**config.mk**
```make
export PLATFORM = sky130hd
export DESIGN_NAME = limb_mem_burst
export DESIGN_NICKNAME = d
export VERILOG_FILES = /design/src/rtl/limb_mem_pkg.sv /design/src/rtl/limb_mem_ram.sv /design/src/rtl/limb_mem_burst.sv
export SDC_FILE = /design/constraint.sdc
export NUM_CORES = 2
export LEC_CHECK = 0
export BUFFER_PORTS_ARGS = -buffer_cell sky130_fd_sc_hd__buf_2
export CAP_MARGIN = 0
export CORE_MARGIN = 2
export CORE_UTILIZATION = 57
export DETAILED_ROUTE_END_ITERATION = 10
export PLACE_DENSITY = 0.76
export SLEW_MARGIN = 40
export SYNTH_ARGS = -nofsm -noshare
export SYNTH_HDL_FRONTEND = slang
export SYNTH_SLANG_ARGS = --single-unit
```
**constraint.sdc**
```tcl
create_clock -name clock_i -period 4 [get_ports clock_i]
set_input_delay 0.2 -clock clock_i [delete_from_list [all_inputs] [get_ports clock_i]]
set_output_delay 0.2 -clock clock_i [all_outputs]
set_load 0.02 [all_outputs]
```
**src/rtl/limb_mem_pkg.sv**
```systemverilog
// rtl/limb_mem_pkg.sv - shared types and constants for the limb memory burst block
package limb_mem_pkg;

  typedef enum logic [1:0] {
    ST_IDLE = 2'd0,
    ST_RD   = 2'd1,
    ST_WR   = 2'd2,
    ST_FIN  = 2'd3
  } state_e;

  localparam logic MODE_RD = 1'b0;
  localparam logic MODE_WR = 1'b1;

  localparam int RD_LAT     = 2;
  localparam int SKID_DEPTH = 2;

endpackage

```
**src/rtl/limb_mem_ram.sv**
```systemverilog
// rtl/limb_mem_ram.sv - single-port limb storage, registered address and registered output
module limb_mem_ram #(
  parameter int W      = 32,
  parameter int ADDR_W = 7
) (
  input  logic              clock_i,
  input  logic              reset_i,
  input  logic [ADDR_W-1:0] addr_i,
  input  logic              we_i,
  input  logic [W-1:0]      wdata_i,
  output logic [W-1:0]      rdata_o
);

  localparam int DEPTH = 2 ** ADDR_W;

  logic [W-1:0]      mem_q [DEPTH];
  logic [ADDR_W-1:0] raddr_q;
  logic [W-1:0]      rdata_q;

  // Storage array has no reset so it maps onto block RAM.
  always_ff @(posedge clock_i) begin
    if (we_i) begin
      mem_q[addr_i] <= wdata_i;
    end
  end

  always_ff @(posedge clock_i or posedge reset_i) begin
    if (reset_i) begin
      raddr_q <= '0;
      rdata_q <= '0;
    end else begin
      raddr_q <= addr_i;
      rdata_q <= mem_q[raddr_q];
    end
  end

  assign rdata_o = rdata_q;

endmodule

```
**src/rtl/limb_mem_burst.sv**
```systemverilog
// rtl/limb_mem_burst.sv - burst sequencer over limb_mem_ram with a 2-entry read skid FIFO
// Optional even-parity storage and sticky par_err_o when LIMB_MEM_PARITY_EN is defined.
module limb_mem_burst
  import limb_mem_pkg::*;
#(
  parameter int DATA_W = 32,
  parameter int ADDR_W = 7,
  parameter int LEN_W  = 8
) (
  input  logic              clock_i,
  input  logic              reset_i,
  input  logic              start_i,
  input  logic              mode_i,
  input  logic [ADDR_W-1:0] base_addr_i,
  input  logic [LEN_W-1:0]  len_i,
  input  logic [DATA_W-1:0] wr_data_i,
  input  logic              wr_valid_i,
  output logic              wr_ready_o,
  output logic [DATA_W-1:0] rd_data_o,
  output logic              rd_valid_o,
  input  logic              rd_ready_i,
  output logic              busy_o,
  output logic              done_o
`ifdef LIMB_MEM_PARITY_EN
  ,
  output logic              par_err_o
`endif
);

`ifdef LIMB_MEM_PARITY_EN
  localparam int RAM_W = DATA_W + 1;
`else
  localparam int RAM_W = DATA_W;
`endif

  state_e             state_q;
  logic [ADDR_W-1:0]  addr_q;
  logic [LEN_W-1:0]   iss_rem_q;
  logic [LEN_W-1:0]   xfer_rem_q;
  logic [RD_LAT-1:0]  pend_q;
  logic [RAM_W-1:0]   skid_q [SKID_DEPTH];
  logic               skid_wp_q;
  logic               skid_rp_q;
  logic [1:0]         skid_cnt_q;
  logic [1:0]         skid_cnt_d;

  logic [RAM_W-1:0]   ram_rdata;
  logic [RAM_W-1:0]   ram_wdata;
  logic [RAM_W-1:0]   head;
  logic [1:0]         inflight;
  logic [2:0]         occ;
  logic               skid_empty;
  logic               pop;
  logic               skid_pop;
  logic               push;
  logic               issue;
  logic               wr_fire;

  assign skid_empty = (skid_cnt_q == 2'd0);
  // The RAM output falls through when the FIFO is empty, so a word is poppable
  // in the same cycle it leaves the RAM; this keeps bursts back to back.
  assign head       = skid_empty ? ram_rdata : skid_q[skid_rp_q];
  assign rd_valid_o = !skid_empty || pend_q[RD_LAT-1];
  assign rd_data_o  = head[DATA_W-1:0];
  assign pop        = rd_valid_o && rd_ready_i;
  assign skid_pop   = pop && !skid_empty;
  assign push       = pend_q[RD_LAT-1] && !(pop && skid_empty);
  assign skid_cnt_d = skid_cnt_q + {1'b0, push} - {1'b0, skid_pop};

  always_comb begin
    inflight = 2'd0;
    for (int i = 0; i < RD_LAT; i++) begin
      inflight = inflight + {1'b0, pend_q[i]};
    end
  end

  assign occ     = {1'b0, skid_cnt_q} + {1'b0, inflight} - {2'b00, pop};
  assign issue   = (state_q == ST_RD) && (iss_rem_q != '0) && (occ < 3'(SKID_DEPTH));
  assign wr_fire = (state_q == ST_WR) && wr_valid_i;

`ifdef LIMB_MEM_PARITY_EN
  assign ram_wdata = {^wr_data_i, wr_data_i};
`else
  assign ram_wdata = wr_data_i;
`endif

  assign wr_ready_o = (state_q == ST_WR);
  assign busy_o     = (state_q == ST_RD) || (state_q == ST_WR);
  assign done_o     = (state_q == ST_FIN);

  always_ff @(posedge clock_i or posedge reset_i) begin
    if (reset_i) begin
      state_q    <= ST_IDLE;
      addr_q     <= '0;
      iss_rem_q  <= '0;
      xfer_rem_q <= '0;
      pend_q     <= '0;
      skid_wp_q  <= 1'b0;
      skid_rp_q  <= 1'b0;
      skid_cnt_q <= 2'd0;
      for (int i = 0; i < SKID_DEPTH; i++) begin
        skid_q[i] <= '0;
      end
    end else begin
      pend_q     <= {pend_q[RD_LAT-2:0], issue};
      skid_cnt_q <= skid_cnt_d;
      if (push) begin
        skid_q[skid_wp_q] <= ram_rdata;
        skid_wp_q         <= ~skid_wp_q;
      end
      if (skid_pop) begin
        skid_rp_q <= ~skid_rp_q;
      end
      case (state_q)
        ST_IDLE: begin
          if (start_i) begin
            if (len_i == '0) begin
              state_q <= ST_FIN;
            end else begin
              addr_q     <= base_addr_i;
              iss_rem_q  <= len_i;
              xfer_rem_q <= len_i;
              state_q    <= (mode_i == MODE_WR) ? ST_WR : ST_RD;
            end
          end
        end
        ST_RD: begin
          if (issue) begin
            addr_q    <= addr_q + ADDR_W'(1);
            iss_rem_q <= iss_rem_q - LEN_W'(1);
          end
          if (pop) begin
            xfer_rem_q <= xfer_rem_q - LEN_W'(1);
            if (xfer_rem_q == LEN_W'(1)) begin
              state_q <= ST_FIN;
            end
          end
        end
        ST_WR: begin
          if (wr_fire) begin
            addr_q     <= addr_q + ADDR_W'(1);
            xfer_rem_q <= xfer_rem_q - LEN_W'(1);
            if (xfer_rem_q == LEN_W'(1)) begin
              state_q <= ST_FIN;
            end
          end
        end
        default: begin
          state_q <= ST_IDLE;
        end
      endcase
    end
  end

`ifdef LIMB_MEM_PARITY_EN
  logic par_err_q;

  always_ff @(posedge clock_i or posedge reset_i) begin
    if (reset_i) begin
      par_err_q <= 1'b0;
    end else if (pop && (^head)) begin
      par_err_q <= 1'b1;
    end
  end

  assign par_err_o = par_err_q;
`endif

  limb_mem_ram #(
    .W      (RAM_W),
    .ADDR_W (ADDR_W)
  ) u_ram (
    .clock_i (clock_i),
    .reset_i (reset_i),
    .addr_i  (addr_q),
    .we_i    (wr_fire),
    .wdata_i (ram_wdata),
    .rdata_o (ram_rdata)
  );

endmodule

```
## Yosys cells after proc, flatten, opt, wreduce, memory -nomap -nowiden

Memories as Yosys holds them, arrays and structs flattened. A register that Yosys moved wholly into a read port is not among the register bits.
Cells that the tools add are included.

- Register bits: 102
- Word-level logic and storage cells: 87
- Output and inout bits: 36
- Memory bits (writable): 4096
- Memories: 1
- Input bits: 53

Memories:

| memory | words | bits a word | read ports | clocked after Yosys merged registers in | write ports | RTL line | RTL |
|---|---|---|---|---|---|---|---|
| u_ram.mem_q | 128 | 32 | 1 | 1 | 1 | limb_mem_ram.sv:16 | `logic [W-1:0] mem_q [DEPTH];` |

- Magnitude comparators: 4
- Bitwise operators: 4
- Add/subtract/negate cells: 8
- Equality and inequality tests: 9
- Muxes and demuxes: 28
- Reduce and logical (&&, ||, !) cells: 22

Operators with widths:

| kind | count |
|---|---|
| $mux W32 | 5 |
| $bwmux W64 | 1 |
| $mux W8 | 5 |
| $demux W32 S1 | 1 |
| $mux W7 | 4 |
| $pmux W8 S3 | 1 |
| $pmux W7 S3 | 1 |
| $pmux W8 S2 | 1 |
| $sub A8 B1 Y8 const B | 2 |
| $mux W2 | 6 |
| $reduce_and A5 Y1 | 2 |
| $eq A8 B1 Y1 const B | 1 |
| $logic_and A1 B1 Y1 | 8 |
| $logic_not A8 Y1 | 1 |
| $ne A2 B2 Y1 const B | 4 |
| $reduce_bool A8 Y1 | 1 |
| $add A7 B1 Y7 const B | 1 |
| $pmux W2 S3 | 1 |
| $eq A2 B2 Y1 const B | 2 |
| $ge A2 B2 Y1 const B | 2 |
| $logic_not A2 Y1 | 2 |
| $not A1 Y2 | 2 |
| $reduce_and A4 Y1 | 1 |
| $add A2 B2 Y3 | 1 |
| other kinds (15) | 19 |

## Logic depth before layout (Yosys ltp)

- Depth in word-level cells: 9
- Gate-level depth with buffers: 12
- Gate-level depth less buffers: 11

## Cells and area by module

A second synthesis with hierarchy kept.

- Cells, all modules: 6483
- Area total of the unflattened synthesis: 161736.4 um2

Modules (own cells, without submodules):

| module | cells each | area an instance (um2) | times used | sequential area each (um2) |
|---|---|---|---|---|
| limb_mem_ram | 5998 | 156590.2 | 1 | 123973.9 |
| limb_mem_burst | 485 | 5146.2 | 1 | 2377.3 |

## Worst setup path after synthesis

OpenSTA, ideal clock, no wires.

- Path type: register to register
- Start point: register state_q[0]
- End point: memory u_ram.mem_q[110][0] (enable)
- Period minus slack after synthesis: 3.435 ns
- Stages on the path, launching flop included: 8
- Data required time: 3.579 ns
- Buffers on the path: 2
- Setup time: 0.421 ns
- Arrival time: 3.013 ns
- Slack: 0.565 ns
- Cells stage by stage: dfrtp_1 > inv_1 > ha_1 > and2_1 > clkbuf_1 > nand4b_1 > clkbuf_1 > nor2_1

- Cells in the longest elaborated chain, start to end: 4

Ends and longest elaborated chain:

| item | RTL line | RTL |
|---|---|---|
| from (decl) | limb_mem_burst.sv:36 | `state_e state_q;` |
| from (signal assigned) | limb_mem_burst.sv:123 | `state_q <= (mode_i == MODE_WR) ? ST_WR : ST_RD;` |
| $eq A2 B2 Y1 | - |  |
| net wr_ready_o | limb_mem_burst.sv:18 | `output logic wr_ready_o,` |
| $logic_and A1 B1 Y1 | limb_mem_burst.sv:79 | `assign wr_fire = (state_q == ST_WR) && wr_valid_i;` |
| $mux W1 | limb_mem_ram.sv:22 | `if (we_i) begin` |
| $mux W1 (implied by the code) | limb_mem_ram.sv:23 | `mem_q[addr_i] <= wdata_i;` |
| to (decl) | limb_mem_ram.sv:16 |  |

The timed path passes the listed nets, and every way through them passes these cells.

## Worst setup path after layout

- Start point: register skid_cnt_q[0]
- End point: register iss_rem_q[3]

- Cells in the longest elaborated chain, start to end: 9
- Elaborated cells between the ends (all ways): 10
- Classes of those cells: 2 x add/sub; 1 x order compare; 1 x eq/ne; 6 x reduce/logical

Ends and longest elaborated chain:

| item | RTL line | RTL |
|---|---|---|
| from (decl) | limb_mem_burst.sv:44 | `logic [1:0] skid_cnt_q;` |
| from (signal assigned) | limb_mem_burst.sv:106 | `skid_cnt_q <= skid_cnt_d;` |
| $logic_not A2 Y1 | limb_mem_burst.sv:59 | `assign skid_empty = (skid_cnt_q == 2'd0);` |
| $logic_not A1 Y1 | limb_mem_burst.sv:63 | `assign rd_valid_o = !skid_empty \|\| pend_q[RD_LAT-1];` |
| $logic_or A1 B1 Y1 | limb_mem_burst.sv:63 |  |
| $logic_and A1 B1 Y1 | limb_mem_burst.sv:65 | `assign pop = rd_valid_o && rd_ready_i;` |
| $sub A3 B1 Y3 * | limb_mem_burst.sv:77 | `assign occ = {1'b0, skid_cnt_q} + {1'b0, inflight} - {2'b00, pop};` |
| $lt A3 B2 Y1 * | limb_mem_burst.sv:78 | `assign issue = (state_q == ST_RD) && (iss_rem_q != '0) && (occ < 3'(SKID_DEPTH));` |
| $logic_and A1 B1 Y1 * | limb_mem_burst.sv:78 |  |
| net issue | limb_mem_burst.sv:56 | `logic issue;` |
| $ne A2 B2 Y1 (no source line) * | - |  |
| $reduce_and A4 Y1 (no source line) * | - |  |
| to (signal assigned) | limb_mem_burst.sv:121 | `iss_rem_q <= len_i;` |
| to (signal assigned) | limb_mem_burst.sv:130 | `iss_rem_q <= iss_rem_q - LEN_W'(1);` |
| to (decl) | limb_mem_burst.sv:38 | `logic [LEN_W-1:0] iss_rem_q;` |

Mark *: on every way through the listed nets, which the timed path passes. The rest lies on a longest branch.
A chain may end at the register's enable or synchronous reset.

==> out/qor.csv <==
metric;value;unit
ys_warn_count;0;
hold_start;len_i[1];
via_count;77842;
hold_viol;0;
wl_per_cell;38.4;um
fillers;16756;
drt_iter0_markers;12615;
io-pin-count;89;
die-area;288000;sq um
critical_path_class;flip-flop to flip-flop;
clk_pin_slew;0.06;ns
end_kind;flip-flop;
path_cells;o31a_1, ha_1, inv_1, ha_1, a21o_1, fa_1, xnor2_1, a2111oi_1, o211ai_1, buf_2, o21ai_0, a221oi_1;
r2r-start;skid_cnt_q[0];
cts_root_buffer;clkbuf_16;
grt-ovfl-total;0;
yosysTopAreaCell;edfxtp_1;
worst_slew_pin_slew;0.894;ns
core-area;282000;sq um
min_to;iss_rem_q[1];
via_per_inst;7.02;
port_buffers;88;
use_met1;40.7;%
htreeDepth;5;
skew;0.0586;ns
required;4.81;ns
worstSkewPairLatency;0.93;ns
final_core_util;65.2;%
r2r_setup_slack;0.35;ns
final_max_slew_viol_count;0;
crit_arrival;4.46;ns
async_reset_ff_share;3.17;%
grtUsageMet3;7.03;%
synth_top_area_share;76.1;%
grt_usage;29.9;%
timing.final.crit_share;91.1;%
syn-cell-area;162000;sq um
ys.flop_type;edfxtp_1;
busiest_layer;met2;
critPathMaxFanout;11;
hold_depth;4;
status;finished, final reports clean;
hold_class;input pin to flip-flop;
initial_core_util;57.3;%
synth_edf_count;4096;
avgSynthCellArea;24.9;sq um
crit_top_cell;ha_1;
reg2reg_to;iss_rem_q[3];
ir_worst_vdd;0.488;mV
grt_first_pass_wirelength;599;mm
setup_violations;0;
synth.net_count;6546;
post-cts-setup-buffers;0;
grt_max_degree;115;
synthCells;6479;
antenna_left;0;
relSlewSlack;40.2;%
power_density;686;nW/um^2
clockBufferDepth;4;
hpwl;219;mm
grtUsageMet2;48.1;%
cts_tree;built;
fin_crit;3.65;ns
synth_seq_cells;4230;
rsz0062_at_grt;no;
synth_area_leaders;edfxtp_1 76%, mux4_2 19%, dfrtp_1 2.1%;
synth_cell_type_count;52;
drc;0;
gp_congestion;0.852;
nets;7071;
crit_slowest_cell;o211ai_1;
critical_path_buf_inv_count;2;
worstSetupStartpointType;flip-flop;
clock_sinks;4230;
drive_above_1_share;35.1;%
grt_pass1_vias;78555;
grt_antenna_before_repair;50;
cts_buffers;402;
crit_path_start;skid_cnt_q[0];
stdcell_count;11087;
critical_path.max_stage_delay;0.58;ns
reg2regPathDepth;12;
maxCapViolCount;0;
area_growth;13.7;%
place_inst;10285;
die_w;537;um
hold_ws;0.200;ns
synth_seq_area_share;78.2;%
first_pass_iters;6;
routed_wl;426;mm
crit_family;compound AO/OA/AOI/OAI gates;
max_clock_freq;274;MHz
setup_tns;0;ns
dieHeight;537;um
power.leakage;57.4;nW
num_rows;195;
[cells in the mapped netlist, types with 6 or more instances]
cell type and n:
a21oi_1 17, mux4_2 1344, nand3_1 10, ha_1 13
clkbuf_1 214, inv_1 24, or2_2 7, buf_2 66
mux2i_1 35, edfxtp_1 4096, buf_1 61, mux2_2 96
nor3_1 9, dfrtp_1 134, nand2_1 63, a211oi_1 6
nor2b_1 6, nor2_1 151, o21ai_0 50
[registers in the layout, summed over array words and instances (netlist names)]
signal / count
skid_rp_q: 1
skid_cnt_q: 2
state_q: 2
iss_rem_q: 8
u_ram.rdata_o: 32
pend_q: 2
addr_q: 7
xfer_rem_q: 8
skid_q: 64
u_ram.mem_q: 4096
skid_wp_q: 1
u_ram.raddr_q: 7
[worst reg2reg max path, delay by kind of cell (launching register included)]
kind                       cells  cell delay (ns)
buffers and inverters          2             0.39
adders and majority gates      3             0.96
AOI/OAI and AO/OA              6             1.57
xor gates and xnor gates       1             0.15
DFF                            1             0.45
[per-layer routing]
layer  vias to the layer above  routed length [um]
li1                      29172                   -
met1                     41410              145000
met2                      6402              210000
met3                       844               53200
met4                        14               16800
met5                         -                  90
[cell type report]
type                            instances  area (sq um)  share of cell area [%]
Sequential cell                      4230        126000                    68.8
Clock inverter                        232          2140                    1.17
Tap cell                             3743          4680                    2.55
Multi-Input combinational cell       1881         34800                    18.9
Clock buffer                          492         10600                    5.78
Antenna cell                           20          50.0                  0.0272
Timing Repair Buffer                  465          5020                    2.73
Inverter                               24          97.6                  0.0531
[power breakdown]
part | leakage [nW] | internal, mW | total (mW) | switching (mW)
sequential | 38.4 | 49.6 | 50.8 | 1.25
clock | 6.26 | 21.2 | 37.5 | 16.3
combinational | 12.7 | 17.3 | 37.8 | 20.5
total | 57.4 | 88.0 | 126 | 38.1
[cells in the final DEF, fill, tap and decap left out, drive strengths merged, types with 4 or more instances in the layout]
cell	Yosys	final
bufinv	0	36
nor2b	6	6
mux2	96	96
nor2	151	151
clkinv	0	170
mux4	1344	1344
dlygate4sd3	0	53
nand3b	4	4
mux2i	35	35
xnor2	4	4
nand4b	4	4
nand2	63	63
clkbuf	214	493
a21oi	17	17
o21bai	4	4
dfrtp	134	134
nor4	5	5
nor3	9	9
nand3	10	10
or2	7	7
inv	24	38
buf	130	411
clkinvlp	0	12
o21ai	50	50
a21o	4	4
a211oi	6	6
ha	13	13
nand2b	4	4
diode	0	20
edfxtp	4096	4096
[cells by family (layout without fill, tap and decap cells)]
logic type / count (synthesis) / in the layout / share of synthesized area [%]
fa+ha+maj: 14 / 14 / 0.113
simple gates: 283 / 283 / 0.771
xor+xnor: 5 / 5 / 0.0271
flops: 4230 / 4230 / 78.2
buf+inv: 368 / 1213 / 0.917
compound gates: 104 / 104 / 0.389
mux: 1475 / 1475 / 19.6
other cells: 0 / 20 / 0
[stage by stage]
stage	total power [mW]	instance area [sq um]	setup WS [ns]
2_1_floorplan	74.4	162000	0.217
5_1_grt	129	184000	0.0561
3_5_place_dp	88.1	170000	0.312
6_report	126	184000	0.355
4_1_cts	126	184000	0.262
3_3_place_gp	87.3	170000	0.0941
[worst max-delay path by stage]
stage | depth (start not counted) | slack (ns) | endpoint
final | 12 | 0.35 | iss_rem_q[3]
after global routing | 12 | 0.06 | iss_rem_q[3]
after CTS | 12 | 0.26 | iss_rem_q[4]
after detailed placement | 12 | 0.31 | iss_rem_q[3]
after global placement | 11 | 0.09 | iss_rem_q[5]
after floorplan | 1 | 0.22 | addr_q[0]
[repair_timing]
action / CTS / global route
hold endpoints to repair: 2248 / 0
resized for setup: 0 / 1
setup endpoints to repair: 0 / 2
hold buffers: 53 / 0
Power figures use the tool's default switching activity.
